## src/rtl/shamt_shift_sequencer_if.sv

```systemverilog
// Start/busy/done handshake and data bus between the multicycle control unit
// and the shift sequencer.
interface shamt_shift_sequencer_if #(
  parameter int WIDTH   = 32,
  parameter int SHAMT_W = 5
);
  logic               start;
  logic [1:0]         op;
  logic [WIDTH-1:0]   A;
  logic [SHAMT_W-1:0] shamt;
  logic [WIDTH-1:0]   Y;
  logic               busy;
  logic               done;

  modport master (output start, output op, output A, output shamt,
                  input  Y, input busy, input done);
  modport slave  (input  start, input op, input A, input shamt,
                  output Y, output busy, output done);
endinterface

```

## src/rtl/shamt_shift_sequencer.sv

```systemverilog
// One-bit-per-cycle shift sequencer (SLL/SRL/SRA) that replaces a barrel shifter.
// Optional macro SHSEQ_ROTATE_EN: op=11 rotates right; otherwise op=11 acts as SRL.
module shamt_shift_sequencer #(
  parameter int WIDTH   = 32,
  parameter int SHAMT_W = 5
) (
  input  logic                    clk,
  input  logic                    rst_n,
  shamt_shift_sequencer_if.slave  bus
);

  typedef enum logic [1:0] {
    ST_IDLE  = 2'b00,
    ST_SHIFT = 2'b01,
    ST_DONE  = 2'b10
  } state_t;

  localparam logic [SHAMT_W-1:0] CNT_ZERO = {SHAMT_W{1'b0}};
  localparam logic [SHAMT_W-1:0] CNT_ONE  = {{(SHAMT_W-1){1'b0}}, 1'b1};

  state_t             r_state;
  logic [WIDTH-1:0]   r_y;
  logic [SHAMT_W-1:0] r_count;
  logic [1:0]         r_op;
  logic               r_busy;
  logic               r_done;
  logic [WIDTH-1:0]   w_shifted;

  function automatic logic [WIDTH-1:0] shift_by_one(input logic [WIDTH-1:0] y,
                                                     input logic [1:0]       op);
    logic [WIDTH-1:0] res;
    case (op)
      2'b00:   res = {y[WIDTH-2:0], 1'b0};
      2'b01:   res = {1'b0, y[WIDTH-1:1]};
      2'b10:   res = {y[WIDTH-1], y[WIDTH-1:1]};
`ifdef SHSEQ_ROTATE_EN
      2'b11:   res = {y[0], y[WIDTH-1:1]};
`else
      2'b11:   res = {1'b0, y[WIDTH-1:1]};
`endif
      default: res = {1'b0, y[WIDTH-1:1]};
    endcase
    return res;
  endfunction

  // Next value of the shifter register for the latched operation.
  always_comb begin
    w_shifted = {WIDTH{1'b0}};
    w_shifted = shift_by_one(r_y, r_op);
  end

  // Sequencer FSM; busy/done are registered alongside the state so they stay Moore.
  always_ff @(posedge clk or negedge rst_n) begin
    if (!rst_n) begin
      r_state <= ST_IDLE;
      r_y     <= {WIDTH{1'b0}};
      r_count <= CNT_ZERO;
      r_op    <= 2'b00;
      r_busy  <= 1'b0;
      r_done  <= 1'b0;
    end else begin
      case (r_state)
        ST_IDLE: begin
          if (bus.start) begin
            r_y     <= bus.A;
            r_count <= bus.shamt;
            r_op    <= bus.op;
            r_busy  <= 1'b1;
            if (bus.shamt == CNT_ZERO) begin
              r_state <= ST_DONE;
              r_done  <= 1'b1;
            end else begin
              r_state <= ST_SHIFT;
              r_done  <= 1'b0;
            end
          end else begin
            r_state <= ST_IDLE;
            r_busy  <= 1'b0;
            r_done  <= 1'b0;
          end
        end
        ST_SHIFT: begin
          r_y     <= w_shifted;
          r_count <= r_count - CNT_ONE;
          r_busy  <= 1'b1;
          if (r_count == CNT_ONE) begin
            r_state <= ST_DONE;
            r_done  <= 1'b1;
          end else begin
            r_state <= ST_SHIFT;
            r_done  <= 1'b0;
          end
        end
        ST_DONE: begin
          r_state <= ST_IDLE;
          r_busy  <= 1'b0;
          r_done  <= 1'b0;
        end
        default: begin
          r_state <= ST_IDLE;
          r_busy  <= 1'b0;
          r_done  <= 1'b0;
        end
      endcase
    end
  end

  assign bus.Y    = r_y;
  assign bus.busy = r_busy;
  assign bus.done = r_done;

endmodule

```

## src/flat_wrapper.sv

```systemverilog
// flat-port wrapper written by rule: the top's interface ports become plain ports
module shamt_shift_sequencer_flat 
#(
  parameter int WIDTH   = 32,
  parameter int SHAMT_W = 5
)
  (clk, rst_n, bus_start, bus_op, bus_A, bus_shamt, bus_Y, bus_busy, bus_done);
  shamt_shift_sequencer_if #(.WIDTH(WIDTH), .SHAMT_W(SHAMT_W)) bus_i ();
  input  logic clk;
  input  logic rst_n;
  input wire logic [$bits(bus_i.start)-1:0] bus_start;
  input wire logic [$bits(bus_i.op)-1:0] bus_op;
  input wire logic [$bits(bus_i.A)-1:0] bus_A;
  input wire logic [$bits(bus_i.shamt)-1:0] bus_shamt;
  output wire logic [$bits(bus_i.Y)-1:0] bus_Y;
  output wire logic [$bits(bus_i.busy)-1:0] bus_busy;
  output wire logic [$bits(bus_i.done)-1:0] bus_done;
  assign bus_i.start = bus_start;
  assign bus_i.op = bus_op;
  assign bus_i.A = bus_A;
  assign bus_i.shamt = bus_shamt;
  assign bus_Y = bus_i.Y;
  assign bus_busy = bus_i.busy;
  assign bus_done = bus_i.done;
  shamt_shift_sequencer #(.WIDTH(WIDTH), .SHAMT_W(SHAMT_W)) u_core (.clk(clk), .rst_n(rst_n), .bus(bus_i));
endmodule
```

## config.mk

```make
export PLATFORM = sky130hd
export DESIGN_NAME = shamt_shift_sequencer_flat
export DESIGN_NICKNAME = d
export VERILOG_FILES = /design/src/rtl/shamt_shift_sequencer_if.sv /design/src/rtl/shamt_shift_sequencer.sv /design/src/flat_wrapper.sv
export SDC_FILE = /design/constraint.sdc
export NUM_CORES = 1
export LEC_CHECK = 0
export ABC_AREA = 1
export BUFFER_PORTS_ARGS = -buffer_cell sky130_fd_sc_hd__buf_2
export CAP_MARGIN = 30
export CORE_UTILIZATION = 49
export CTS_BUF_LIST = sky130_fd_sc_hd__clkbuf_8
export DETAILED_ROUTE_END_ITERATION = 12
export PLACE_DENSITY = 0.76
export SLEW_MARGIN = 10
export SYNTH_ARGS = -nofsm -noshare
export SYNTH_HDL_FRONTEND = slang
export SYNTH_SLANG_ARGS = --single-unit
```

## constraint.sdc

```tcl
create_clock -name clk -period 1.3 [get_ports clk]
set_clock_uncertainty 0.05 [all_clocks]
set_input_delay 0.325 -clock clk [delete_from_list [all_inputs] [get_ports clk]]
set_output_delay 0.325 -clock clk [all_outputs]
set_load 0.01 [all_outputs]
```

# == Word-level counts from Yosys, hierarchy flattened ==
# Cells that the tools add are included.
# totals
in_bits,42
regBits,43
# op_classes
reduce_logical,8
add_sub_neg,1
n_eq_ne,7
muxes,15
# op_table
op,n
$pmux 32 s3,1
$pmux 32 s2,1
$mux 32,1
$pmux 5 s2,1
$mux 2,3
$eq 5x1->1 const B,1
$logic_not 5->1,1
$mux 5,1
$sub 5x1->5 const B,1
$eq 2x1->1 const B,2
$eq 2x2->1 const B,2
$logic_not 2->1,2
$mux 1,4
$ne 2x2->1 const B,2
$pmux 1 s2,2
$pmux 2 s2,1
$reduce_and 2->1,2
$reduce_and 3->1,1
$reduce_bool 2->1,1
$reduce_or 2->1,1

# == Logic depth before layout (Yosys ltp) ==
# Gate-level depths: netlist of the first run.
# depth
word_depth,4
depth_mapped,7

# == Least setup slack after synthesis of the first run ==
# No wires, ideal clock.
# synth_timing
kind,flip-flop to flip-flop
from,register u_core.bus.done (netlist name)
to,register u_core.r_y[30] (netlist: u_core.bus.Y[30])
path_buffers,1
period_less_slack_ps,1271
path_stages_with_launch,7
t_arrival_ps,1098
setup_time_ps,124
t_required_ps,1126
setup_slack_ps,29
cell_sequence,dfrtp_1 inv_2 nand2_4 nand2_4 buf_2 nor2_1 a21oi_1
# synth_lines
element,line,source
end signal: assignment,shamt_shift_sequencer.sv:56,r_y <= {WIDTH{1'b0}};
end signal: assignment,shamt_shift_sequencer.sv:65,r_y <= bus.A;
end signal: assignment,shamt_shift_sequencer.sv:83,r_y <= w_shifted;
end: declaration,shamt_shift_sequencer.sv:22,logic [WIDTH-1:0] r_y;

# == Final worst setup path of the first run ==
# layout_timing
from,register u_core.r_done (netlist: u_core.bus.done)
to,output port bus_done
# layout_lines
element,line,source
start: declaration,shamt_shift_sequencer.sv:26,logic r_done;
start signal: assignment,shamt_shift_sequencer.sv:60,r_done <= 1'b0;
start signal: assignment,shamt_shift_sequencer.sv:71,r_done <= 1'b1;
start signal: assignment,shamt_shift_sequencer.sv:74,r_done <= 1'b0;
end: declaration,flat_wrapper.sv:17,output wire logic [$bits(bus_i.done)-1:0] bus_done;
# No word-level cell between the ends.

==> results of run 1 <==
## timing repair
action / in CTS / in global routing
setup buffers: 0 / 1
hold endpoints to repair: 42 / 0
pin swaps: 0 / 0
endpoints found under the setup margin: 1 / 34
resized for setup: 2 / 12
hold buffers: 1 / 0
## worst paths after layout
path | slack [ns] | to | start
max | -0.02 | bus_done | u_core.bus.done
min | 0.19 | u_core.r_op[1] | bus_op[1]
max reg2reg | 0 | u_core.bus.Y[5] | u_core.bus.done
min reg2reg | 0.48 | u_core.r_count[4] | u_core.r_count[4]
max in group asynchronous | 0.49 | u_core.r_state[0] | rst_n
min in group asynchronous | 0.47 | u_core.bus.Y[7] | rst_n
## placed cells by master (no fill, tap or decap)
master,n
sky130_fd_sc_hd__o21ai_1,8
sky130_fd_sc_hd__a21oi_1,17
sky130_fd_sc_hd__clkbuf_8,6
sky130_fd_sc_hd__o211ai_1,2
sky130_fd_sc_hd__dfrtp_2,1
sky130_fd_sc_hd__xnor2_1,1
sky130_fd_sc_hd__nand2_4,2
sky130_fd_sc_hd__nor2_1,39
sky130_fd_sc_hd__nand2_1,91
sky130_fd_sc_hd__dlygate4sd3_1,1
sky130_fd_sc_hd__a21oi_2,15
sky130_fd_sc_hd__inv_1,41
sky130_fd_sc_hd__ha_1,2
sky130_fd_sc_hd__buf_2,74
sky130_fd_sc_hd__dfrtp_1,41
sky130_fd_sc_hd__nand3_1,40
sky130_fd_sc_hd__inv_2,2
sky130_fd_sc_hd__buf_4,8
sky130_fd_sc_hd__nor2_4,1
sky130_fd_sc_hd__o21ai_0,14
sky130_fd_sc_hd__nor2_8,1
sky130_fd_sc_hd__or2_2,1
sky130_fd_sc_hd__clkinv_2,1
sky130_fd_sc_hd__buf_6,5
sky130_fd_sc_hd__nand2_8,1
sky130_fd_sc_hd__o21ai_2,14
sky130_fd_sc_hd__nor2_2,1
sky130_fd_sc_hd__buf_12,6
## state kept, by name, summed over array words and instances (netlist names)
name             count
u_core.r_state       1
u_core.bus.busy      1
u_core.bus.done      1
u_core.r_count       5
u_core.bus.Y        32
u_core.r_op          2
## power by group through the flow
stage / logic, mW / registers, mW / clock network (mW)
6_report: 5.52 / 2.56 / 0.895
3_5_place_dp: 5.38 / 2.56 / 0
4_1_cts: 5.41 / 2.54 / 0.905
2_1_floorplan: 3.65 / 2.74 / 0
3_3_place_gp: 5.27 / 2.54 / 0
5_1_grt: 6.18 / 2.65 / 0.955
## worst max-delay path: stages (launching register included)
cell	delay (ns)
sky130_fd_sc_hd__dfrtp_1	0.40
sky130_fd_sc_hd__buf_6	0.14
sky130_fd_sc_hd__buf_6	0.11
## kinds of logic after synthesis
family                   count (synthesis)
buffers and inverters                   61
XOR/XNOR                                 1
adder cells (fa/ha/maj)                  2
flip-flops                              42
AND/OR/NAND/NOR                        177
AO/OA/AOI/OAI                           70
## stage by stage
stage / area, µm² / worst slack (ns) / cells
2_1_floorplan: 2630 / 0.0289 / 353
3_3_place_gp: 3130 / 0.0624 / 496
3_5_place_dp: 3130 / 0.0153 / 496
4_1_cts: 3240 / -0.0294 / 505
5_1_grt: 3280 / -0.0480 / 506
6_report: 3280 / -0.0206 / 506
## cells in the mapped netlist, types with 3 or more instances
cell type and instances:
sky130_fd_sc_hd__nand2_1 91, sky130_fd_sc_hd__dfrtp_1 42, sky130_fd_sc_hd__inv_1 40, sky130_fd_sc_hd__nand3_1 40, sky130_fd_sc_hd__nor2_1 40, sky130_fd_sc_hd__a21oi_1 18
sky130_fd_sc_hd__o21ai_0 18, sky130_fd_sc_hd__a21oi_2 14, sky130_fd_sc_hd__o21ai_2 14, sky130_fd_sc_hd__clkbuf_1 6, sky130_fd_sc_hd__buf_6 5, sky130_fd_sc_hd__o21ai_1 4
sky130_fd_sc_hd__buf_2 3, sky130_fd_sc_hd__nand2_4 3
## layout make-up
| cell class | instances | area [µm²] | area share [%] |
|---|---|---|---|
| Sequential cell | 42 | 1050 | 32.1 |
| Timing Repair Buffer | 94 | 617 | 18.8 |
| Inverter | 42 | 158 | 4.81 |
| Multi-Input combinational cell | 250 | 1270 | 38.8 |
| Clock buffer | 6 | 82.6 | 2.52 |
| Tap cell | 70 | 87.6 | 2.67 |
| Clock inverter | 2 | 8.76 | 0.267 |
## metal layers
| layer | part of all wire (%) | up-vias | wire (µm) | GRT usage [%] |
|---|---|---|---|---|
| li1 | - | 1289 | - | - |
| met1 | 46 | 1167 | 2910 | 31.0 |
| met2 | 48 | 85 | 3030 | 37.6 |
| met3 | 5.3 | 13 | 336 | 5.35 |
| met4 | 1.6 | 0 | 101 | 5.97 |
| met5 | 0 | - | 0 | 0 |
==> reports/qor.yml, run 1 <==
critical_path:
  cp-start-kind: "flop"
  crit_path_end_kind: "output port"
  worst-endpoint-required_ns: 0.93
  worst_ep_arrival_time_ns: 0.95
  cp_max_fo: 2
  reg2reg_depth: 5
  critPathKind: "flop to output port"
sta:
  fmax_mhz: 757
  grt_setup_unrepaired: "yes"
  drv_slew: 0
  fin_crit_sh_pct: 102
  setup_violators_final: 1
  finalWorstPathRequiredPeriod_ns: 1.32
  timing_hold_violations_final: 0
  holdWs_ns: 0.188
  setup_total_negative_slack_ns: -0.0206
  worst_slew_pin_slew_ns: 0.234
  worst_slew_margin_rel_pct: 84.2
  worst_slack_ns: -0.0206
synthesis:
  synth_cell_types: 24
  synth.net_count: 397
  synthDominantAreaCellType: "sky130_fd_sc_hd__dfrtp_1"
  dominantRegCellSynth: "sky130_fd_sc_hd__dfrtp_1"
  synth-seq-cells: 42
  mapped_cells: 353
  synth_compound_area_share_pct: 17.5
  synth_area_per_cell_um2: 7.44
  synth_top_family_by_area: "simple AND/OR/NAND/NOR gates"
  xor_xnor_cell_area_share_of_the_yosys_netlist_pct: 0.334
  synth_edf_count: 0
  yosys_warnings: 0
  yosysSeqAreaShare_pct: 40.0
  synth.area.top_cells: "sky130_fd_sc_hd__dfrtp_1 40%, sky130_fd_sc_hd__nand2_1 13%, sky130_fd_sc_hd__nand3_1 7.6%"
  synth.area.mux_share_pct: 0
  synth.cell_area_um2: 2630
  synthAdderAreaFrac_pct: 0.953
  synth_simple_gate_area_share_pct: 28.9
  synth_top_area_share_pct: 40.0
  postSynth.asyncResetShare_pct: 100
run_status:
  violations: "negative setup slack"
  status: "finished, violations left"
routing:
  number_of_vias_per_cell_after_detailed_routing: 5.05
  detail_route.first_pass.iterations: 4
  wire_length_per_cell_after_detailed_routing_um: 12.6
  route.antenna.remaining_nets: 0
  route.vias.total: 2554
  total_routed_wirelength_um: 6390
  initialDrtViolationCount: 194
  drc_errors: 0
floorplan:
  design.portCount: 76
  placementRows: 26
  design.die.area_um2: 5650
  fp.dieH_um: 75.2
  initial_utilization_pct: 51.1
  design.core.area_um2: 5140
  die_width_um: 75.2
clock_tree:
  clock_tree.buffer_depth: 2
  clk_pin_slew_worst_paths_ns: 0.07
  numClockSinks: 42
  clkLatencyLatePin_ns: 0.30
  clock_tree_from_tritoncts: "built"
  ctsHtreeMaxLevel: 2
  cts-root-buf: "sky130_fd_sc_hd__clkbuf_8"
  cts_made_buffers: 5
placed_design:
  dpl.hpwl_um: 4430
  place_congestion: 0.877
  numPortBuffers: 75
power:
  total_power_mw: 8.97
  power.static_leakage_nw: 1.73
  clockPowerShare_pct: 10.0
  power.share.sequential_pct: 28.5
  share_comb_of_total_power_pct: 61.5
  int_power_mw: 4.76
  switching_share_pct: 47.0
  power_switching_mw: 4.21
  vdd_drop_max_uv: 1320
  power.density_cell_area_nw_per_um2: 2740
worst_hold_path:
  min_delay_path_depth: 3
  timing.hold.worst.class: "input port to flop"
global_routing:
  grt_pass1_vias: 2186
  grt-ovfl-total: 0
  groute.usage.overall_pct: 23.0
  global_route_wire_length_before_repair_um: 9780
  pin_count_of_the_biggest_net_entering_global_routing: 43
  grt_antenna_before_repair: 0
flow_run:
  drv_cap: 0
layout:
  num-fill-cells: 464
  n_diodes: 0
  post_route_cells_drive_above_1_share_pct: 31.9
  area_delta_synth_final_pct: 24.9
  fin_nets: 479
  final_core_util_pct: 63.8
No activity file was read; power rests on OpenSTA's default activity.
==> run 2, diff against run 1 <==
--- a/config.mk
+++ b/config.mk
@@ -5,10 +5,9 @@
 export SDC_FILE = /design/constraint.sdc
 export NUM_CORES = 1
 export LEC_CHECK = 0
-export ABC_AREA = 1
 export BUFFER_PORTS_ARGS = -buffer_cell sky130_fd_sc_hd__buf_2
 export CAP_MARGIN = 30
-export CORE_UTILIZATION = 49
+export CORE_UTILIZATION = 48
 export CTS_BUF_LIST = sky130_fd_sc_hd__clkbuf_8
 export DETAILED_ROUTE_END_ITERATION = 12
 export PLACE_DENSITY = 0.76
==> run 2 against run 1 <==
The run still ends with negative setup slack left. Count of clock-buffer cells in the layout down 1. Sequential power up 12%. Utilization up 18 points. Register-to-register slack worse by 0.17 ns. Synthesized cell count down 20%. Final cell count down 8.7%. Power up 28%. Global-route usage up 8.5 points. Critical path depth up 3. Worst setup slack worse by 0.15 ns. Non-clock buffer count up 40. Largest power group unchanged.
==> reports/qor.yml, run 2 <==
sta:
  worst_slack_ns: -0.173  # was -0.0206 ns
  finalWorstPathRequiredPeriod_ns: 1.47  # was 1.32 ns
  worst_slew_pin_slew_ns: 0.305  # was 0.234 ns
  setup_violators_final: 40  # was 1
  grt_setup_unrepaired: "yes"  # unchanged
  timing_hold_violations_final: 0  # unchanged
  drv_slew: 0  # unchanged
  fin_crit_sh_pct: 113  # was 102%
  fmax_mhz: 679  # was 757 MHz
  worst_slew_margin_rel_pct: 79.7  # was 84.2%
critical_path:
  path_cells: "buf_12 -> buf_12 -> nor2b_4 -> and2_4 -> mux2_4"  # was buf_6 -> buf_6
  worst_ep_arrival_time_ns: 1.61  # was 0.95 ns
  worst-endpoint-required_ns: 1.43  # was 0.93 ns
  cp-start-kind: "flop"  # unchanged
  critPathKind: "flop to flop"  # was flop to output port
  reg2reg_depth: 5  # unchanged
  ff2ff_setup_slack_ns: -0.17  # was 0 ns
  crit_path_end_kind: "flop"  # was output port
  crit_path_max_incr_delay_ns: 0.45  # was 0.40 ns
  critPathMostFrequentCell: "sky130_fd_sc_hd__buf_12"  # was sky130_fd_sc_hd__buf_6
  cp_max_fo: 4  # was 2
  r2r_end: "u_core.r_op[1]"  # was u_core.bus.Y[5]
  worstReg2RegStart: "u_core.bus.done"  # unchanged
  critical_path.slowest_cell: "sky130_fd_sc_hd__dfrtp_2"  # was sky130_fd_sc_hd__dfrtp_1
synthesis:
  mapped_cells: 281  # was 353
  synthAdderAreaFrac_pct: 1.02  # was 0.953%
  synth.area.top_cells: "sky130_fd_sc_hd__dfrtp_1 43%, sky130_fd_sc_hd__o21ai_0 12%, sky130_fd_sc_hd__a211oi_1 9.2%"  # was sky130_fd_sc_hd__dfrtp_1 40%, sky130_fd_sc_hd__nand2_1 13%, sky130_fd_sc_hd__nand3_1 7.6%
  yosys_warnings: 0  # unchanged
  postSynth.asyncResetShare_pct: 100  # unchanged
  synth.cell_area_um2: 2460  # was 2630 µm²
  dominantRegCellSynth: "sky130_fd_sc_hd__dfrtp_1"  # unchanged
  synth_cell_types: 39  # was 24
  synth_top_area_share_pct: 42.8  # was 40.0%
  synth.net_count: 325  # was 397
  synth.most_common_cell: "sky130_fd_sc_hd__o21ai_0"  # was sky130_fd_sc_hd__nand2_1
  synth_top_family_by_area: "compound AO/OA/AOI/OAI gates"  # was simple AND/OR/NAND/NOR gates
  synth.cells.most_frequent: "60 x sky130_fd_sc_hd__o21ai_0, 42 x sky130_fd_sc_hd__dfrtp_1, 35 x sky130_fd_sc_hd__nand2_1"  # was 91 x sky130_fd_sc_hd__nand2_1, 42 x sky130_fd_sc_hd__dfrtp_1, 40 x sky130_fd_sc_hd__inv_1, 40 x sky130_fd_sc_hd__nand3_1, 40 x sky130_fd_sc_hd__nor2_1
  yosysSeqAreaShare_pct: 42.8  # was 40.0%
  synth.area.mux_share_pct: 1.73  # was 0%
  synth_simple_gate_area_share_pct: 11.6  # was 28.9%
  synth_edf_count: 0  # unchanged
  synthDominantAreaCellType: "sky130_fd_sc_hd__dfrtp_1"  # unchanged
  xor_xnor_cell_area_share_of_the_yosys_netlist_pct: 0  # was 0.334%
  synth-seq-cells: 42  # unchanged
  synth_compound_area_share_pct: 36.6  # was 17.5%
  synth_area_per_cell_um2: 8.74  # was 7.44 µm²
floorplan:
  fp.dieH_um: 73.5  # was 75.2 µm
  design.portCount: 76  # unchanged
  initial_utilization_pct: 51.0  # was 51.1%
  design.die.area_um2: 5410  # was 5650 µm²
  design.core.area_um2: 4820  # was 5140 µm²
  placementRows: 25  # was 26
  die_width_um: 73.5  # was 75.2 µm
global_routing:
  global_route_wire_length_before_repair_um: 12800  # was 9780 µm
  pin_count_of_the_biggest_net_entering_global_routing: 32  # was 43
  grt-ovfl-total: 0  # unchanged
  groute.usage.overall_pct: 31.6  # was 23.0%
  grt_pass1_vias: 2632  # was 2186
  grt_antenna_before_repair: 0  # unchanged
routing:
  number_of_vias_per_cell_after_detailed_routing: 6.15  # was 5.05
  detail_route.first_pass.iterations: 4  # unchanged
  drc_errors: 0  # unchanged
  total_routed_wirelength_um: 9060  # was 6390 µm
  route.antenna.remaining_nets: 0  # unchanged
  wire_length_per_cell_after_detailed_routing_um: 19.6  # was 12.6 µm
  initialDrtViolationCount: 146  # was 194
  route.vias.total: 2840  # was 2554
layout:
  sequential_cell_area_um2: 1060  # was 1050 µm²
  n_diodes: 0  # unchanged
  post_route_cells_drive_above_1_share_pct: 55.2  # was 31.9%
  num-fill-cells: 286  # was 464
  layout.cells.most_common: "sky130_fd_sc_hd__buf_2"  # was sky130_fd_sc_hd__nand2_1
  largest_register_ffs: 32  # unchanged
  area_delta_synth_final_pct: 60.0  # was 24.9%
  multiInputGateArea_um2: 1590  # was 1270 µm²
  fin_nets: 439  # was 479
  layout.cells.most_common_list: "74 x sky130_fd_sc_hd__buf_2, 43 x sky130_fd_sc_hd__o21ai_1, 37 x sky130_fd_sc_hd__dfrtp_1, 35 x sky130_fd_sc_hd__nand2_1, 31 x sky130_fd_sc_hd__buf_4"  # was 91 x sky130_fd_sc_hd__nand2_1, 74 x sky130_fd_sc_hd__buf_2, 41 x sky130_fd_sc_hd__inv_1, 41 x sky130_fd_sc_hd__dfrtp_1, 40 x sky130_fd_sc_hd__nand3_1
clock_tree:
  clock_tree.buffer_depth: 2  # unchanged
  cts-root-buf: "sky130_fd_sc_hd__clkbuf_8"  # unchanged
  clkLatencyLatePin_ns: 0.31  # was 0.30 ns
  cts_made_buffers: 5  # unchanged
  clk_pin_slew_worst_paths_ns: 0.09  # was 0.07 ns
  ctsHtreeMaxLevel: 2  # unchanged
  numClockSinks: 42  # unchanged
  clock_tree_from_tritoncts: "built"  # unchanged
worst_hold_path:
  worstHoldEndpoint: "u_core.bus.Y[4]"  # was u_core.r_op[1]
  timing.hold.worst.class: "input port to flop"  # unchanged
  holdCritStartpoint: "bus_A[4]"  # was bus_op[1]
  min_delay_path_depth: 3  # unchanged
power:
  total_power_mw: 11.4  # was 8.97 mW
  power.density_cell_area_nw_per_um2: 2910  # was 2740 nW/µm²
  vdd_drop_max_uv: 1420  # was 1320 µV
  power.static_leakage_nw: 1.71  # was 1.73 nW
placed_design:
  place_congestion: 0.816  # was 0.877
  numPortBuffers: 75  # unchanged
  post-place-ws_ns: -0.260  # was 0.0153 ns
  dpl.hpwl_um: 4790  # was 4430 µm
flow_run:
  drv_cap: 0  # unchanged
run_status:
  status: "finished, violations left"  # unchanged
  violations: "negative setup slack"  # unchanged
-- run 2: where the power goes --
group / total [mW] / leakage, nW / switching (mW) / internal (mW)
Clock: 0.857 / 0.0438 / 0.495 / 0.362
Sequential: 2.88 / 0.491 / 0.859 / 2.02
Combinational: 7.71 / 1.17 / 3.77 / 3.94
Total: 11.4 / 1.71 / 5.13 / 6.32
-- run 2: worst max-delay path by stage --
stage / from / to / slack (ns) / cells past startpoint
after floorplan: bus_shamt[0] / u_core.bus.done / -0.13 / 3
after global placement: bus_shamt[0] / u_core.bus.done / -0.25 / 4
final: u_core.bus.done / u_core.r_op[1] / -0.17 / 5
after CTS: u_core.r_count[1] / u_core.r_count[4] / -0.14 / 5
after global routing: u_core.bus.done / u_core.bus.Y[22] / -0.20 / 7
after detailed placement: bus_shamt[0] / u_core.bus.done / -0.26 / 4
-- run 2: cell type report --
class / instances / share of cell area [%]
sequential: 42 / 26.9
tap: 67 / 2.13
clock buffer: 5 / 1.75
inverter: 4 / 0.446
clock inverter: 2 / 0.255
timing repair buffer: 134 / 28.1
multi-input combinational: 208 / 40.4
-- run 2: worst max-delay path: cells and delay by family, from the launching register on --
kind	cells	cell delay, ns
flops	1	0.45
simple gates	2	0.30
mux	1	0.29
buf+inv	2	0.26
-- run 2: cells by family after synthesis --
family | after synthesis
compound gates | 143
buf+inv | 32
fa+ha+maj | 2
mux | 4
flops | 42
simple gates | 58
-- run 2: layer usage --
metal | part of all wire (%) | global-route usage (%) | vias up | routed length (µm)
met5 | 0 | 0 | - | 0
met4 | 3.0 | 13.5 | 0 | 273
met3 | 6.8 | 5.08 | 23 | 620
met2 | 52 | 56.9 | 160 | 4690
met1 | 38 | 36.8 | 1409 | 3480
li1 | - | - | 1248 | -
-- run 2: metrics by stage --
stage / cells / TNS (ns) / cell area [µm²] / hold slack (ns) / utilization (%)
finish: 462 / -4.16 / 3930 / 0.231 / 81.6
global route: 462 / -5.72 / 3930 / 0.218 / 81.6
CTS: 454 / -2.75 / 3740 / 0.231 / 77.7
global placement: 430 / -0.716 / 3310 / 0.177 / 68.8
floorplan: 281 / -1.21 / 2730 / -0.0206 / -
detailed placement: 430 / -1.55 / 3310 / 0.179 / 68.8
-- run 2: repair_timing --
| item | CTS | global route |
|---|---|---|
| endpoints found under the hold margin | 11 | 0 |
| resized for setup | 43 | 35 |
| pin swaps | 17 | 26 |
| endpoints found under the setup margin | 37 | 44 |
| setup buffers | 13 | 8 |
| cloned | 5 | 2 |
| hold buffers | 1 | 0 |
